<file path="src/rtl/uart_tx_arbiter_if.sv">
// ---------------------------------------------------------------------------
// uart_tx_arbiter_if
//
// Bundles every non-clock signal of uart_tx_arbiter: the requester-side
// valid/ready byte handshake and the PISO-side launch/status signals.
//
//   req_valid   [NUM_REQ]    per-requester byte valid
//   req_data    [8*NUM_REQ]  requester i byte at [8i+7:8i]
//   req_ready   [NUM_REQ]    one-hot accept from the arbiter
//   send                     start request to the PISO
//   data_out    [8]          byte presented to the PISO
//   parity_out               parity presented to the PISO
//   active_flag              PISO transmitting
//   done_flag                PISO idle/done
//   grant_id    [ID_W]       requester owning the current frame
//   busy                     arbiter not in IDLE
//   timeout_err              sticky launch-timeout flag
//
// Modports:
//   master - the client/PISO side (drives requests and PISO status)
//   slave  - the arbiter itself
// ---------------------------------------------------------------------------
interface uart_tx_arbiter_if #(
    parameter int NUM_REQ = 4
);
    localparam int ID_W = (NUM_REQ > 1) ? $clog2(NUM_REQ) : 1;

    logic [NUM_REQ-1:0]   req_valid;
    logic [8*NUM_REQ-1:0] req_data;
    logic [NUM_REQ-1:0]   req_ready;
    logic                 send;
    logic [7:0]           data_out;
    logic                 parity_out;
    logic                 active_flag;
    logic                 done_flag;
    logic [ID_W-1:0]      grant_id;
    logic                 busy;
    logic                 timeout_err;

    modport master (
        output req_valid,
        output req_data,
        output active_flag,
        output done_flag,
        input  req_ready,
        input  send,
        input  data_out,
        input  parity_out,
        input  grant_id,
        input  busy,
        input  timeout_err
    );

    modport slave (
        input  req_valid,
        input  req_data,
        input  active_flag,
        input  done_flag,
        output req_ready,
        output send,
        output data_out,
        output parity_out,
        output grant_id,
        output busy,
        output timeout_err
    );
endinterface

</file>
<file path="src/rtl/uart_tx_arbiter.sv">
// ---------------------------------------------------------------------------
// uart_tx_arbiter
//
// Round-robin scheduler sharing one UART PISO transmitter between NUM_REQ
// byte requesters. One byte is accepted per grant over valid/ready, its
// parity is computed, and exactly one PISO frame is launched for it by
// holding send until the PISO reports active_flag.
//
// Ports:
//   baud_clk  - sole clock (baud-rate clock shared with the PISO)
//   reset_n   - asynchronous, active-low reset
//   bus       - uart_tx_arbiter_if.slave (handshake + PISO signals)
//
// Parameters:
//   NUM_REQ    - number of requesters (2..8)
//   PARITY_ODD - 0: even parity (XOR of data), 1: odd parity (inverted XOR)
//   TIMEOUT    - cycles allowed from send assertion to active_flag
//
// Optional feature (macro ARB_TIMEOUT_EN):
//   When defined, a launch counter aborts a frame whose PISO never goes
//   active within TIMEOUT cycles and sets the sticky timeout_err flag.
//   When undefined, WAIT_ACT waits indefinitely and timeout_err is 0.
// ---------------------------------------------------------------------------
module uart_tx_arbiter #(
    parameter int NUM_REQ    = 4,
    parameter bit PARITY_ODD = 1'b0,
    parameter int TIMEOUT    = 16
) (
    input  logic             baud_clk,
    input  logic             reset_n,
    uart_tx_arbiter_if.slave bus
);
    localparam int ID_W = (NUM_REQ > 1) ? $clog2(NUM_REQ) : 1;

    // Elaboration-time guards on the configuration range.
    if (NUM_REQ < 2 || NUM_REQ > 8) begin : g_bad_num_req
        $error("uart_tx_arbiter: NUM_REQ must be in 2..8");
    end
    if (TIMEOUT < 1) begin : g_bad_timeout
        $error("uart_tx_arbiter: TIMEOUT must be at least 1");
    end

    typedef enum logic [1:0] {
        IDLE      = 2'd0,
        LOAD      = 2'd1,
        WAIT_ACT  = 2'd2,
        WAIT_DONE = 2'd3
    } state_t;

    state_t          state_q, state_d;
    logic [ID_W-1:0] rr_q, rr_d;
    logic [ID_W-1:0] grant_q, grant_d;
    logic [7:0]      data_q, data_d;
    logic            parity_q, parity_d;
    logic            send_q, send_d;
    logic            timeout_hit;

    // -----------------------------------------------------------------------
    // Per-lane data/parity and rotated scan order
    // -----------------------------------------------------------------------
    logic [7:0]         lane_data   [NUM_REQ];
    logic [NUM_REQ-1:0] lane_parity;
    logic [ID_W-1:0]    scan_idx    [NUM_REQ];
    logic [NUM_REQ-1:0] scan_valid;

    for (genvar gi = 0; gi < NUM_REQ; gi++) begin : g_lane
        assign lane_data[gi]   = bus.req_data[8*gi +: 8];
        assign lane_parity[gi] = (^bus.req_data[8*gi +: 8]) ^ PARITY_ODD;
        // scan_idx[k] is the requester examined k-th, starting at the pointer.
        assign scan_idx[gi]    = ID_W'((int'(rr_q) + gi) % NUM_REQ);
        assign scan_valid[gi]  = bus.req_valid[scan_idx[gi]];
    end

    // First valid requester in scan order. Iterating downward lets the
    // lowest scan position overwrite any later one.
    logic            win_found;
    logic [ID_W-1:0] win_idx;

    always_comb begin
        win_found = 1'b0;
        win_idx   = '0;
        for (int k = NUM_REQ - 1; k >= 0; k--) begin
            if (scan_valid[k]) begin
                win_found = 1'b1;
                win_idx   = scan_idx[k];
            end
        end
    end

    // Grants are offered only while idle and the PISO is idle as well.
    // reset_n gates the offer so req_ready is 0 for the whole reset.
    logic arb_open;
    logic accept;

    assign arb_open = reset_n && (state_q == IDLE) && bus.done_flag && !bus.active_flag;
    assign accept   = arb_open && win_found;

    for (genvar gi = 0; gi < NUM_REQ; gi++) begin : g_ready
        assign bus.req_ready[gi] = accept && (win_idx == ID_W'(gi));
    end

    // -----------------------------------------------------------------------
    // Optional launch-timeout counter
    // -----------------------------------------------------------------------
`ifdef ARB_TIMEOUT_EN
    localparam int CNT_W = $clog2(TIMEOUT + 1);

    logic [CNT_W-1:0] tmo_cnt_q, tmo_cnt_d;
    logic             timeout_err_q, timeout_err_d;
    logic             launching;

    assign launching = (state_q == LOAD) || (state_q == WAIT_ACT);

    // The counter is zero on entry to LOAD and counts every launching cycle;
    // the abort fires on the TIMEOUT-th such cycle unless the PISO reports
    // active in WAIT_ACT (a late active_flag still wins over the abort).
    always_comb begin
        tmo_cnt_d     = '0;
        if (launching) begin
            tmo_cnt_d = tmo_cnt_q + CNT_W'(1);
        end
        timeout_hit   = launching
                        && !((state_q == WAIT_ACT) && bus.active_flag)
                        && (tmo_cnt_q == CNT_W'(TIMEOUT - 1));
        timeout_err_d = timeout_err_q | timeout_hit;
    end

    always_ff @(posedge baud_clk or negedge reset_n) begin
        if (!reset_n) begin
            tmo_cnt_q     <= '0;
            timeout_err_q <= 1'b0;
        end else begin
            tmo_cnt_q     <= tmo_cnt_d;
            timeout_err_q <= timeout_err_d;
        end
    end

    assign bus.timeout_err = timeout_err_q;
`else
    assign timeout_hit     = 1'b0;
    assign bus.timeout_err = 1'b0;
`endif

    // -----------------------------------------------------------------------
    // FSM: next state and registered outputs
    // -----------------------------------------------------------------------
    // send_d is decoded from the next state so send is a clean flop output
    // that is high exactly while the FSM sits in LOAD or WAIT_ACT.
    always_comb begin
        state_d  = state_q;
        rr_d     = rr_q;
        grant_d  = grant_q;
        data_d   = data_q;
        parity_d = parity_q;
        send_d   = 1'b0;

        case (state_q)
            IDLE: begin
                if (accept) begin
                    data_d   = lane_data[win_idx];
                    parity_d = lane_parity[win_idx];
                    grant_d  = win_idx;
                    rr_d     = (win_idx == ID_W'(NUM_REQ - 1)) ? '0 : win_idx + ID_W'(1);
                    state_d  = LOAD;
                    send_d   = 1'b1;
                end
            end
            LOAD: begin
                if (timeout_hit) begin
                    state_d = IDLE;
                end else begin
                    state_d = WAIT_ACT;
                    send_d  = 1'b1;
                end
            end
            WAIT_ACT: begin
                if (bus.active_flag) begin
                    state_d = WAIT_DONE;
                end else if (timeout_hit) begin
                    // Byte is dropped; the pointer already moved past it.
                    state_d = IDLE;
                end else begin
                    send_d  = 1'b1;
                end
            end
            WAIT_DONE: begin
                if (!bus.active_flag && bus.done_flag) begin
                    state_d = IDLE;
                end
            end
            default: begin
                state_d = IDLE;
            end
        endcase
    end

    // data_q/parity_q are only rewritten on an accept, so the PISO sees a
    // stable frame even though it reloads every idle cycle.
    always_ff @(posedge baud_clk or negedge reset_n) begin
        if (!reset_n) begin
            state_q  <= IDLE;
            rr_q     <= '0;
            grant_q  <= '0;
            data_q   <= 8'h00;
            parity_q <= PARITY_ODD;
            send_q   <= 1'b0;
        end else begin
            state_q  <= state_d;
            rr_q     <= rr_d;
            grant_q  <= grant_d;
            data_q   <= data_d;
            parity_q <= parity_d;
            send_q   <= send_d;
        end
    end

    assign bus.send       = send_q;
    assign bus.data_out   = data_q;
    assign bus.parity_out = parity_q;
    assign bus.grant_id   = grant_q;
    assign bus.busy       = (state_q != IDLE);

endmodule

</file>
<file path="src/flat_wrapper.sv">
// flat-port wrapper written by rule: the top's interface ports become plain ports
module uart_tx_arbiter_flat 
#(
    parameter int NUM_REQ    = 4,
    parameter bit PARITY_ODD = 1'b0,
    parameter int TIMEOUT    = 16
)
  (baud_clk, reset_n, bus_req_valid, bus_req_data, bus_active_flag, bus_done_flag, bus_req_ready, bus_send, bus_data_out, bus_parity_out, bus_grant_id, bus_busy, bus_timeout_err);
  uart_tx_arbiter_if #(.NUM_REQ(NUM_REQ)) bus_i ();
  input  logic baud_clk;
  input  logic reset_n;
  input wire logic [$bits(bus_i.req_valid)-1:0] bus_req_valid;
  input wire logic [$bits(bus_i.req_data)-1:0] bus_req_data;
  input wire logic [$bits(bus_i.active_flag)-1:0] bus_active_flag;
  input wire logic [$bits(bus_i.done_flag)-1:0] bus_done_flag;
  output wire logic [$bits(bus_i.req_ready)-1:0] bus_req_ready;
  output wire logic [$bits(bus_i.send)-1:0] bus_send;
  output wire logic [$bits(bus_i.data_out)-1:0] bus_data_out;
  output wire logic [$bits(bus_i.parity_out)-1:0] bus_parity_out;
  output wire logic [$bits(bus_i.grant_id)-1:0] bus_grant_id;
  output wire logic [$bits(bus_i.busy)-1:0] bus_busy;
  output wire logic [$bits(bus_i.timeout_err)-1:0] bus_timeout_err;
  assign bus_i.req_valid = bus_req_valid;
  assign bus_i.req_data = bus_req_data;
  assign bus_i.active_flag = bus_active_flag;
  assign bus_i.done_flag = bus_done_flag;
  assign bus_req_ready = bus_i.req_ready;
  assign bus_send = bus_i.send;
  assign bus_data_out = bus_i.data_out;
  assign bus_parity_out = bus_i.parity_out;
  assign bus_grant_id = bus_i.grant_id;
  assign bus_busy = bus_i.busy;
  assign bus_timeout_err = bus_i.timeout_err;
  uart_tx_arbiter #(.NUM_REQ(NUM_REQ), .PARITY_ODD(PARITY_ODD), .TIMEOUT(TIMEOUT)) u_core (.baud_clk(baud_clk), .reset_n(reset_n), .bus(bus_i));
endmodule
</file>
<file path="config.mk">
export PLATFORM = sky130hd
export DESIGN_NAME = uart_tx_arbiter_flat
export DESIGN_NICKNAME = d
export VERILOG_FILES = /design/src/rtl/uart_tx_arbiter_if.sv /design/src/rtl/uart_tx_arbiter.sv /design/src/flat_wrapper.sv
export SDC_FILE = /design/constraint.sdc
export NUM_CORES = 1
export LEC_CHECK = 0
export BUFFER_PORTS_ARGS = -buffer_cell sky130_fd_sc_hd__buf_2
export CAP_MARGIN = 20
export CORE_MARGIN = 5
export CORE_UTILIZATION = 45
export CTS_BUF_LIST = sky130_fd_sc_hd__clkbuf_2 sky130_fd_sc_hd__clkbuf_4 sky130_fd_sc_hd__clkbuf_8
export DETAILED_ROUTE_END_ITERATION = 10
export GPL_ROUTABILITY_DRIVEN = 0
export PLACE_DENSITY = 0.79
export SLEW_MARGIN = 10
export SYNTH_ARGS = -nofsm -noshare
export SYNTH_HDL_FRONTEND = slang
export SYNTH_SLANG_ARGS = --single-unit
</file>
<file path="constraint.sdc">
create_clock -name baud_clk -period 1.84 [get_ports baud_clk]
set_input_delay 0.184 -clock baud_clk [delete_from_list [all_inputs] [get_ports baud_clk]]
set_output_delay 0.184 -clock baud_clk [all_outputs]
set_load 0.02 [all_outputs]
</file>
Word level (Yosys, flattened, before mapping)

Cells that the tools add are included.

Input bits: 40
Bits in registers: 16
Output and inout port bits: 18

Reductions and logical operators: 19
Multiplexer cells: 29
Eq/ne operators: 9
Order comparisons: 6
$add $sub $neg: 4
Bitwise gates (word level): 1

Operator list:

| cell                                                                          | number |
|---|---|
| 8-bit XOR reduction                                                           | 4 |
| 8-bit binary-select mux with 2-bit select                                     | 1 |
| 2-bit 2-to-1 mux                                                              | 8 |
| 8-bit 2-to-1 mux                                                              | 2 |
| 2-bit by 3-bit less-than comparator with 1-bit output (second input constant) | 5 |
| 1-bit 2-to-1 mux                                                              | 11 |
| 1-bit binary-select mux with 2-bit select                                     | 5 |
| 1-bit logical AND                                                             | 9 |
| 2-bit equality test (second input constant)                                   | 4 |
| 2-bit case mux with 4 select lines                                            | 1 |
| 2-bit by 1-bit adder with 2-bit output (second input constant)                | 2 |
| 2-bit adder (second input constant)                                           | 2 |
| 2-bit by 1-bit equality test with 1-bit output (second input constant)        | 2 |
| 2-bit zero test                                                               | 2 |
| 2-bit by 1-bit != test with 1-bit output (second input constant)              | 2 |
| 3-bit greater-or-equal comparator (second input constant)                     | 1 |
| 2-bit NOT with 3-bit output                                                   | 1 |
| 1-bit case mux with 3 select lines                                            | 1 |
| 3-bit AND reduction                                                           | 1 |
| 2-bit != test (second input constant)                                         | 1 |
| 2-bit AND reduction                                                           | 1 |
| 2-bit nonzero test                                                            | 1 |
| 1-bit zero test                                                               | 1 |

Longest topological paths before layout

Gate-level depths: netlist (run 1).

Depth in word-level cells: 11
Mapped depth: 8
Mapped depth without buffers: 7

Worst setup path before layout (run 1)

OpenSTA, ideal clock, no wires.

Kind: flip-flop to flip-flop
Start: register u_core.rr_q[1]
End: register u_core.rr_q[0]
Arrival time: 1905 ps
Period minus slack after synthesis: 1987 ps
Buffers on the path: 1
Cell stages (with the launch flop): 9
Library setup time: 83 ps
Slack: -147 ps
Required time: 1757 ps
Cells stage by stage: dfrtp_1 a21oi_1 o21a_1 o22ai_1 buf_4 inv_1 ha_1 or3_1 o21ai_0

Longest elaborated chain between the ends: 9

RTL lines:

| item                                      | RTL line               | source |
|---|---|---|
| from (decl)                               | uart_tx_arbiter.sv:51  | `logic [ID_W-1:0] rr_q, rr_d;` |
| from (signal assigned)                    | uart_tx_arbiter.sv:209 | `rr_q <= rr_d;` |
| 2-bit adder                               | uart_tx_arbiter.sv:70  | `assign scan_idx[gi] = ID_W'((int'(rr_q) + gi) % NUM_REQ);` |
| 1-bit binary-select mux with 2-bit select | uart_tx_arbiter.sv:71  | `assign scan_valid[gi] = bus.req_valid[scan_idx[gi]];` |
| 1-bit 2-to-1 mux (implied by the code)    | uart_tx_arbiter.sv:71  |  |
| 2-bit 2-to-1 mux (3 in a row)             | uart_tx_arbiter.sv:83  | `if (scan_valid[k]) begin` |
| 2-bit 2-to-1 mux *                        | uart_tx_arbiter.sv:83  |  |
| named net u_core.win_idx[1]               | uart_tx_arbiter.sv:77  | `logic [ID_W-1:0] win_idx;` |
| 2-bit equality test *                     | uart_tx_arbiter.sv:163 | `rr_d = (win_idx == ID_W'(NUM_REQ - 1)) ? '0 : win_idx + ID_W'(1);` |
| 2-bit 2-to-1 mux *                        | uart_tx_arbiter.sv:163 |  |

Mark *: on every way through the listed nets, which the timed path passes. The rest lies on a longest branch. The select of a mux whose other input is x is not followed.
A chain may end at the register's enable or synchronous reset.

Worst setup path in the final report (run 1)

Start: register u_core.rr_q[1]
End: output port bus_req_ready[0]

Longest elaborated chain between the ends: 9

RTL lines:

| item                                                              | RTL line                                     | source |
|---|---|---|
| 2-bit adder                                                       | uart_tx_arbiter.sv:70                        |  |
| 1-bit binary-select mux with 2-bit select                         | uart_tx_arbiter.sv:71                        |  |
| 1-bit 2-to-1 mux (implied by the code)                            | uart_tx_arbiter.sv:71                        |  |
| 2-bit 2-to-1 mux or 1-bit 2-to-1 mux (tied branches) (4 in a row) | uart_tx_arbiter.sv:83                        |  |
| 2-bit zero test or 1-bit logical AND (tied branches)              | uart_tx_arbiter.sv:99, uart_tx_arbiter.sv:96 |  |
| 1-bit logical AND *                                               | uart_tx_arbiter.sv:99                        | `assign bus.req_ready[gi] = accept && (win_idx == ID_W'(gi));` |
| to (decl)                                                         | flat_wrapper.sv:16                           | `output wire logic [$bits(bus_i.req_ready)-1:0] bus_req_ready;` |

Mark *: on every way between the ends. The rest lies on a longest branch, timed or not. The select of a mux whose other input is x is not followed.

==> impl_metrics.py, run 1 <==
metrics = {
    "timing": {
        "drv_slew": 0,
        "fin_crit_sh_pct": 110,
        "setup_viol": 12,
        "fin_worst_skew_ps": 9.16,
        "worst_slack_ps": -190,
        "hold_ws_ps": 190,
        "fmax_mhz": 493,
        "hold_viol": 0,
        "period_needed_ps": 2030,
        "rsz0062_at_grt": "yes",
    },
    "yosys": {
        "synth_area_leaders": "dfrtp_1 29%, xnor2_1 16%, mux2i_1 12%",
        "synthArstFlopShare_pct": 100,
        "ys_types": 30,
        "ys_seq_area_share_pct": 28.7,
        "synth_edf_count": 0,
        "yosysWarnings": 0,
        "netlist_area_mm2": 0.00139,
        "synth_top_flop_cell": "dfrtp_1",
        "synthCells": 147,
        "synth_top_area_share_pct": 28.7,
        "syn_nets": 195,
        "ys_ff_latch": 16,
        "post_synth.cell_area_avg_um2": 9.48,
        "synth_top_area_cell": "dfrtp_1",
    },
    "global_route": {
        "antenna_found_initial": 0,
        "grt_max_degree": 18,
        "grt_usage_pct": 16.6,
        "grt.overflow.total": 0,
        "grt_pass1_wl_um": 5600,
        "grt_pass1_vias": 1273,
    },
    "floorplanning": {
        "fp.dieH_um": 65.7,
        "core-area_mm2": 0.00300,
        "start_util_pct": 46.4,
        "die-area_mm2": 0.00431,
        "ios": 58,
        "die_w_um": 65.7,
        "rows": 20,
    },
    "setup_path": {
        "cp-start-kind": "register",
        "r2r_slack_ps": -90,
        "r2r_end": "u_core.bus.data_out[3]",
        "path_max_fanout": 5,
        "reg2regPathDepth": 8,
        "cp.arrival_ps": 1850,
        "crit_slowest_cell": "dfrtp_2",
        "worstPathCellList": "mux2i_2 -> a211oi_4 -> inv_2 -> ha_1 -> and3_4 -> buf_6",
        "critPathKind": "reg2out",
        "crit_required_ps": 1660,
        "cp_slowest_stage_delay_ps": 460,
        "end_kind": "output port",
        "endpoint": "bus_req_ready[0]",
        "startpoint": "u_core.rr_q[1]",
        "r2r-start": "u_core.rr_q[1]",
    },
    "clock_network": {
        "numClockSinks": 16,
        "clock_path_buffers": 2,
        "cts_tree": "built",
        "cts-root-buf": "clkbuf_4",
        "path_clk_slew_ps": 100,
        "numCtsBuffers": 3,
        "cts-htree-levels": 1,
        "clk_latency_ps": 290,
    },
    "finish": {
        "area_growth_pct": 41.3,
        "drive_above_1_share_pct": 48.2,
        "fillers": 242,
        "fin_nets": 267,
        "antenna_cells": 0,
    },
    "pwr": {
        "power_w": 0.00250,
        "p_sw_share_pct": 43.7,
        "clockPowerShare_pct": 8.5,
        "vdd.ir_drop.worst_v": 0.000756,
        "power_frac_seq_pct": 25.9,
        "power.density_mw_per_mm2": 1270,
        "p_sw_w": 0.00109,
        "leakage_nw": 0.954,
        "power.combinational.fraction_pct": 65.6,
        "internal_power_w": 0.00141,
    },
    "placement": {
        "dp_hpwl_um": 2810,
        "portBuffers": 56,
    },
    "routing": {
        "finalWirelength_um": 3610,
        "ant_nets": 0,
        "drt_first_pass_iters": 4,
        "drt_drc_violations_left": 0,
        "routed_via_density": 5.07,
        "wire_per_inst_um": 14.4,
        "num_vias": 1273,
        "dr.first_iter.drc_count": 39,
    },
    "status": {
        "outcome": "finished, violations left",
        "violations": "setup timing",
    },
    "flow_run": {
        "drv_cap": 0,
    },
    "worst_hold_path": {
        "min_path_type": "in2reg",
    },
}
sequential cells by signal (all words and copies together), names as in the netlist:
name and count:
u_core.bus.data_out 8, u_core.bus.grant_id 2, u_core.rr_q 2, u_core.state_q 2, u_core.bus.parity_out 1, u_core.bus.send 1
cell usage after synthesis, drive strengths merged (2+ instances only):
cell,n
o21ai,13
mux2i,17
xnor2,26
o211ai,2
nand2,18
buf,5
inv,6
dfrtp,16
mux2,9
nor2,4
and3,4
ha,8
a21oi,5
xor2,2
kinds of logic (layout without fill, tap and decap cells):
group / after synthesis / after routing / synth area share [%]
flops: 16 / 16 / 28.7
compound gates: 25 / 25 / 12.1
mux: 26 / 26 / 19.5
fa+ha+maj: 8 / 8 / 7.18
other cells: 1 / 1 / 0.269
xor+xnor: 28 / 28 / 17.6
simple gates: 31 / 31 / 9.96
buf+inv: 12 / 83 / 4.67
layout make-up:
| type | count | area, um2 | area share [%] |
|---|---|---|---|
| Inverter | 6 | 22.5 | 1.14 |
| Tap cell | 33 | 41.3 | 2.10 |
| Sequential cell | 16 | 402 | 20.4 |
| Timing Repair Buffer | 73 | 470 | 23.9 |
| Clock buffer | 4 | 30.0 | 1.52 |
| Multi-Input combinational cell | 119 | 1000 | 51.0 |
worst min path at each step:
stage | start | end | cells after the start
finish | bus_active_flag | u_core.bus.send | 4
global route | bus_active_flag | u_core.bus.send | 4
CTS | bus_active_flag | u_core.bus.send | 4
detailed placement | reset_n | u_core.bus.data_out[6] | 2
global placement | reset_n | u_core.bus.data_out[7] | 2
floorplan | reset_n | u_core.bus.data_out[0] | 0
stage by stage:
| stage | util, % | instances | TNS [ps] | worst slack, ps | area, um2 |
|---|---|---|---|---|---|
| after CTS | 64.5 | 250 | -482 | -129 | 1940 |
| after global routing | 65.6 | 251 | -2320 | -254 | 1970 |
| after floorplan | - | 147 | 0 | 18.0 | 1410 |
| after global placement | 59.1 | 239 | 0 | 106 | 1780 |
| after detailed placement | 59.1 | 239 | 0 | 45.4 | 1780 |
| final | 65.6 | 251 | -1200 | -190 | 1970 |
cells in the final DEF (no fill, tap or decap), types with 2 or more instances in the layout:
master / synthesis / layout
buf_2: 1 / 52
xnor2_1: 26 / 26
nand2_1: 18 / 18
mux2i_1: 17 / 16
dfrtp_1: 16 / 15
buf_4: 3 / 10
buf_6: 1 / 8
mux2_2: 9 / 7
o21ai_2: 6 / 6
ha_1: 8 / 6
o21ai_0: 5 / 5
inv_1: 6 / 4
nor2_1: 4 / 4
and3_4: 0 / 4
clkbuf_4: 0 / 4
a21oi_1: 5 / 3
a21oi_2: 0 / 2
inv_2: 0 / 2
mux2_4: 0 / 2
o21ai_1: 2 / 2
xor2_1: 2 / 2
o211ai_1: 2 / 2
power by group through the flow:
stage / clock network [W] / registers, W / logic [W]
3_3_place_gp: 0 / 0.000653 / 0.00139
6_report: 0.000213 / 0.000648 / 0.00164
3_5_place_dp: 0 / 0.000655 / 0.00143
2_1_floorplan: 0 / 0.000792 / 0.000851
5_1_grt: 0.000235 / 0.000675 / 0.00180
4_1_cts: 0.000214 / 0.000646 / 0.00159
repair_timing:
action,4_1_cts,5_1_grt
pin swaps,4,1
hold buffers,1,0
endpoints found under the hold margin,16,0
setup buffers,6,2
resized for setup,22,8
setup endpoints to repair,4,12
worst max-delay path: cells and delay by family (launching register included):
family	cells	cell delay, ps
buffers and inverters	2	210
AOI/OAI and AO/OA	1	320
and+or+nand+nor	1	180
muxes	1	180
DFF	1	460
adders and majority gates	1	200
layer usage:
layer | track usage (%) | vias to the layer above | wire length [um]
met4 | 1.30 | 0 | 14
met2 | 29.4 | 40 | 1890
li1 | - | 645 | -
met3 | 4.62 | 4 | 238
met1 | 20.6 | 584 | 1470
met5 | 0 | - | 0
Note: power is estimated with default switching activity, not from simulation.
==> run 2: changes to the inputs <==
- GPL_TIMING_DRIVEN: not set -> 0
==> run 2 against run 1 <==
The flow still finishes with violations (setup timing); design area rose by 0.32%; clock skew grew 9.6 ps; via count rose by 2.2%; global-route usage up 0.30 points; die area did not move; sequential power barely moved; power grew 1.1%; critical endpoint is now bus_req_ready[1]; largest cell class unchanged; highest routed layer unchanged.
==> impl_metrics.py, run 2 (synthesis gave the netlist of run 1 again) <==
metrics = {
    "status": {
        "outcome": "finished, violations left",
        "violations": "setup timing",
    },
    "floorplanning": {
        "ios": 58,
        "fp.dieH_um": 65.7,
        "core-area_mm2": 0.00300,
        "start_util_pct": 46.4,
        "die_w_um": 65.7,
        "die-area_mm2": 0.00431,
        "rows": 20,
    },
    "flow_run": {
        "drv_cap": 0,
    },
    "timing": {
        "drv_slew": 0,
        "slew_headroom_pct": 52.8,
        "period_needed_ps": 2010,
        "rsz0062_at_grt": "yes",
        "fin_setup_tns_ps": -921,
        "worst_slack_ps": -174,
        "fmax_mhz": 497,
        "setup_viol": 10,
        "fin_worst_skew_ps": 18.8,
        "worstMarginPinSlew_ps": 706,
        "fin_crit_sh_pct": 109,
        "hold_viol": 0,
    },
    "pwr": {
        "power.density_mw_per_mm2": 1280,
        "internal_power_w": 0.00142,
        "power.combinational.fraction_pct": 66.1,
        "power_frac_seq_pct": 25.5,
        "leakage_nw": 0.945,
        "p_sw_share_pct": 43.8,
        "clockPowerShare_pct": 8.4,
        "vdd.ir_drop.worst_v": 0.000718,
        "p_sw_w": 0.00111,
    },
    "placement": {
        "dp_cells": 236,
        "portBuffers": 56,
        "place_area_mm2": 0.00173,
        "dp_hpwl_um": 2660,
    },
    "finish": {
        "final_common_cell": "buf_2",
        "largest_reg_flops": 8,
        "area_growth_pct": 41.7,
        "stdcell_area_mm2": 0.00198,
        "final_cell_mix": "53 x buf_2, 26 x xnor2_1, 18 x nand2_1",
        "fin_nets": 268,
        "final_util_pct": 65.8,
        "drive_above_1_share_pct": 48.4,
        "antenna_cells": 0,
        "final_cells": 252,
    },
    "setup_path": {
        "critPathKind": "reg2out",
        "end_kind": "output port",
        "cp_num_buf_inv": 3,
        "cpLargestDelayFamily": "buffers and inverters",
        "path_common_cell": "buf_6",
        "cp-start-kind": "register",
        "cp.arrival_ps": 1830,
        "crit_slowest_cell": "dfrtp_1",
        "crit_required_ps": 1660,
        "cp_slowest_stage_delay_ps": 420,
        "path_max_fanout": 4,
        "worstPathCellList": "buf_4 -> nor3b_1 -> a211oi_2 -> buf_6 -> ha_1 -> and3_4 -> buf_6",
    },
    "clock_network": {
        "path_clk_slew_ps": 100,
        "numClockSinks": 16,
        "cts-htree-levels": 1,
        "clk_latency_ps": 300,
        "clock_path_buffers": 2,
        "cts-root-buf": "clkbuf_4",
        "numCtsBuffers": 3,
        "cts_tree": "built",
    },
    "routing": {
        "dr.first_iter.drc_count": 33,
        "drt_drc_violations_left": 0,
        "ant_nets": 0,
        "finalWirelength_um": 3570,
        "wire_per_inst_um": 14.2,
        "num_vias": 1301,
        "drt_first_pass_iters": 5,
        "routed_via_density": 5.16,
    },
    "global_route": {
        "antenna_found_initial": 0,
        "grt.overflow.total": 0,
        "grt_usage_pct": 16.9,
        "grt_max_degree": 17,
        "grt_use_met2_pct": 27.4,
        "grt_pass1_wl_um": 5710,
        "grt_pass1_vias": 1291,
        "grt_use_met1_pct": 21.3,
        "busiest_layer": "met2",
        "globalRouteMet3Util_pct": 5.47,
    },
    "worst_hold_path": {
        "min_path_type": "in2reg",
    },
}
-- run 2: area by class of cell --
| class | instances | area (um2) |
|---|---|---|
| fillers | 246 | 1030 |
| multi-input cells | 119 | 1010 |
| repair buffers | 68 | 409 |
| flip-flops and latches | 16 | 402 |
| plain buffers | 6 | 50.0 |
| well taps | 33 | 41.3 |
| inverters | 6 | 32.5 |
| clock buffers | 4 | 30.0 |
-- run 2: worst paths after layout --
kind | cells after the start | endpoint | startpoint | slack (ps)
setup / recovery | 7 | bus_req_ready[1] | u_core.rr_q[0] | -170
hold / removal | 4 | u_core.bus.send | bus_active_flag | 200
setup reg to reg | 9 | u_core.bus.data_out[2] | u_core.rr_q[0] | -60
hold reg to reg | 2 | u_core.bus.grant_id[1] | u_core.bus.grant_id[1] | 490
max in group asynchronous | 2 | u_core.rr_q[1] | reset_n | 850
min in group asynchronous | 2 | u_core.bus.data_out[5] | reset_n | 500
-- run 2: power groups by stage --
stage	Clock [W]	Sequential, W	Combinational (W)
finish	0.000212	0.000647	0.00167
global route	0.000240	0.000670	0.00182
CTS	0.000218	0.000645	0.00155
detailed placement	0	0.000656	0.00136
global placement	0	0.000651	0.00134
floorplan	0	0.000792	0.000851
-- run 2: routing by layer --
metal,up-vias,part of all wire (%)
met4,0,1.7
met3,9,7.5
met5,-,0
met2,49,49
li1,649,-
met1,594,41
-- run 2: worst register-to-register path: cells and delay by family (launching register included) --
family | cells | cell delay [ps]
buffers and inverters | 4 | 570
flip-flops | 1 | 420
multiplexers | 2 | 390
AND/OR/NAND/NOR | 1 | 230
AO/OA/AOI/OAI | 2 | 200
-- run 2: stage by stage --
stage	hold slack (ps)	setup WS, ps	total power (W)
global placement	121	-137	0.00199
finish	204	-174	0.00253
floorplan	-112	18.0	0.00164
detailed placement	126	-147	0.00202
CTS	191	-187	0.00242
global route	239	-248	0.00273
-- run 2: repair_timing --
item                                    in CTS  in global routing
buffers inserted                             7                  4
hold buffers                                 1                  0
endpoints found under the setup margin       5                 13
hold endpoints to repair                    16                  0
pin swaps                                    6                  4
gates resized for setup                     25                  9
==> run 3: changes to the inputs <==
- BUFFER_PORTS_ARGS: -buffer_cell sky130_fd_sc_hd__buf_2 -> not set
- CORE_UTILIZATION: 45 -> 59
- DONT_BUFFER_PORTS: not set -> 1
- PLACE_DENSITY: 0.79 -> 0.78
==> run 3 against run 2 <==
The flow still finishes with violations (setup timing); critical path type unchanged; cell count shrank 25%; sequential share of layout area grew 3.7 points; fmax grew 1.8%; register-to-register slack gained 20 ps; highest routed layer unchanged; clock power grew 11%; largest cell class unchanged; die area shrank 20%; global-route usage grew 4.1 points; non-clock buffer count shrank 59; wire length shrank 0.67%; combinational power shrank 20%.
==> impl_metrics.py, run 3 (synthesis gave the netlist of run 1 again) <==
metrics = {
    "status": {
        "outcome": "finished, violations left",
        "violations": "setup timing",
    },
    "flow_run": {
        "drv_cap": 0,
    },
    "floorplanning": {
        "die-area_mm2": 0.00343,
        "fp.dieH_um": 58.6,
        "die_w_um": 58.6,
        "start_util_pct": 62.4,
        "ios": 58,
        "rows": 17,
        "core-area_mm2": 0.00223,
    },
    "timing": {
        "setup_viol": 8,
        "worstMarginPinSlew_ps": 735,
        "drv_slew": 0,
        "fmax_mhz": 505,
        "worst_slack_ps": -139,
        "period_needed_ps": 1980,
        "fin_crit_sh_pct": 108,
        "fin_worst_skew_ps": 14.5,
        "fin_setup_tns_ps": -598,
        "hold_ws_ps": 100,
        "rsz0062_at_grt": "yes",
        "slew_headroom_pct": 50.9,
        "hold_viol": 0,
    },
    "worst_hold_path": {
        "min_path_type": "in2reg",
    },
    "finish": {
        "fillers": 150,
        "final_cell_mix": "26 x xnor2_1, 17 x nand2_1, 16 x mux2i_1",
        "fin_nets": 209,
        "largest_reg_flops": 8,
        "final_util_pct": 74.9,
        "final_common_cell": "xnor2_1",
        "area_growth_pct": 20.0,
        "antenna_cells": 0,
        "drive_above_1_share_pct": 31.9,
    },
    "pwr": {
        "p_sw_share_pct": 45.3,
        "internal_power_w": 0.00132,
        "p_sw_w": 0.00109,
        "vdd.ir_drop.worst_v": 0.00100,
        "clockPowerShare_pct": 9.8,
        "power.density_mw_per_mm2": 1440,
        "power_frac_seq_pct": 34.8,
        "leakage_nw": 0.713,
        "power.combinational.fraction_pct": 55.4,
    },
    "routing": {
        "num_vias": 1119,
        "wire_per_inst_um": 18.9,
        "ant_nets": 0,
        "wl_met2_um": 1840,
        "dr.first_iter.drc_count": 33,
        "wl_met3_um": 363,
        "drt_first_pass_iters": 4,
        "finalWirelength_um": 3550,
        "routed_via_density": 5.95,
        "met1_length_um": 1310,
        "drt_drc_violations_left": 0,
        "top_layer": "met4",
    },
    "placement": {
        "place_ws_ps": -155,
        "portBuffers": 0,
        "dp_hpwl_um": 2560,
    },
    "clock_network": {
        "clk_latency_ps": 300,
        "clock_path_buffers": 2,
        "cts-root-buf": "clkbuf_4",
        "numCtsBuffers": 3,
        "path_clk_slew_ps": 100,
        "cts_tree": "built",
        "cts-htree-levels": 1,
        "numClockSinks": 16,
    },
    "global_route": {
        "grt_usage_pct": 21.0,
        "grt_pass1_vias": 1265,
        "antenna_found_initial": 0,
        "grt.overflow.total": 0,
        "grt_pass1_wl_um": 5610,
        "grt_max_degree": 17,
    },
    "setup_path": {
        "reg2regPathDepth": 8,
        "r2r_end": "u_core.bus.data_out[6]",
        "r2r_slack_ps": -40,
        "critPathKind": "reg2out",
        "crit_required_ps": 1660,
        "cp.arrival_ps": 1790,
        "cp-start-kind": "register",
        "endpoint": "bus_req_ready[0]",
        "path_max_fanout": 6,
        "startpoint": "u_core.rr_q[1]",
        "end_kind": "output port",
        "r2r-start": "u_core.rr_q[1]",
    },
}
[run 3: metrics by stage]
stage / power, W / cells / cell area, um2
2_1_floorplan: 0.00164 / 147 / 1410
3_3_place_gp: 0.00179 / 175 / 1440
3_5_place_dp: 0.00185 / 175 / 1440
4_1_cts: 0.00229 / 188 / 1630
5_1_grt: 0.00256 / 188 / 1670
6_report: 0.00241 / 188 / 1670
[run 3: layer usage]
layer  vias up  global-route usage (%)
met3         7                    8.77
met2        56                    36.0
li1        526                       -
met4         0                    5.50
met1       530                    24.1
met5         -                       0
[run 3: area by class of cell]
class	count	area, um2	area share (%)
inverter	6	30.0	1.80
timing repair buffer	10	88.8	5.31
multi-input combinational	119	1040	62.3
buffer	5	38.8	2.32
clock buffer	4	36.3	2.17
tap	28	35.0	2.09
sequential	16	402	24.0
[run 3: worst max-delay path, stage by stage (launching register included)]
cell and delay, ps:
dfrtp_2 470, mux2i_1 150, a211oi_2 290, buf_6 190, inv_4 60, ha_4 150, and3_4 190
[run 3: power by group through the flow]
stage	registers [W]	logic (W)	clock network [W]
2_1_floorplan	0.000792	0.000851	0
6_report	0.000837	0.00133	0.000236
5_1_grt	0.000863	0.00144	0.000258
3_3_place_gp	0.000830	0.000959	0
4_1_cts	0.000832	0.00122	0.000234
3_5_place_dp	0.000838	0.00102	0
[run 3: how the worst min path moves through the flow]
stage          cells after the start            start                      to  slack (ps)
2_1_floorplan                      0          reset_n  u_core.bus.data_out[0]        -110
3_3_place_gp                       0          reset_n  u_core.bus.grant_id[1]        -110
3_5_place_dp                       0          reset_n  u_core.bus.grant_id[1]        -110
4_1_cts                            3  bus_active_flag         u_core.bus.send         100
5_1_grt                            3  bus_active_flag         u_core.bus.send         100
6_report                           3  bus_active_flag         u_core.bus.send         100
[run 3: timing repair]
item                                    in CTS  in global routing
gates resized for setup                     24                 13
hold buffers                                 1                  0
hold endpoints to repair                    16                  0
buffers inserted                             8                  1
endpoints found under the setup margin       5                 15
pin swaps                                    5                  5
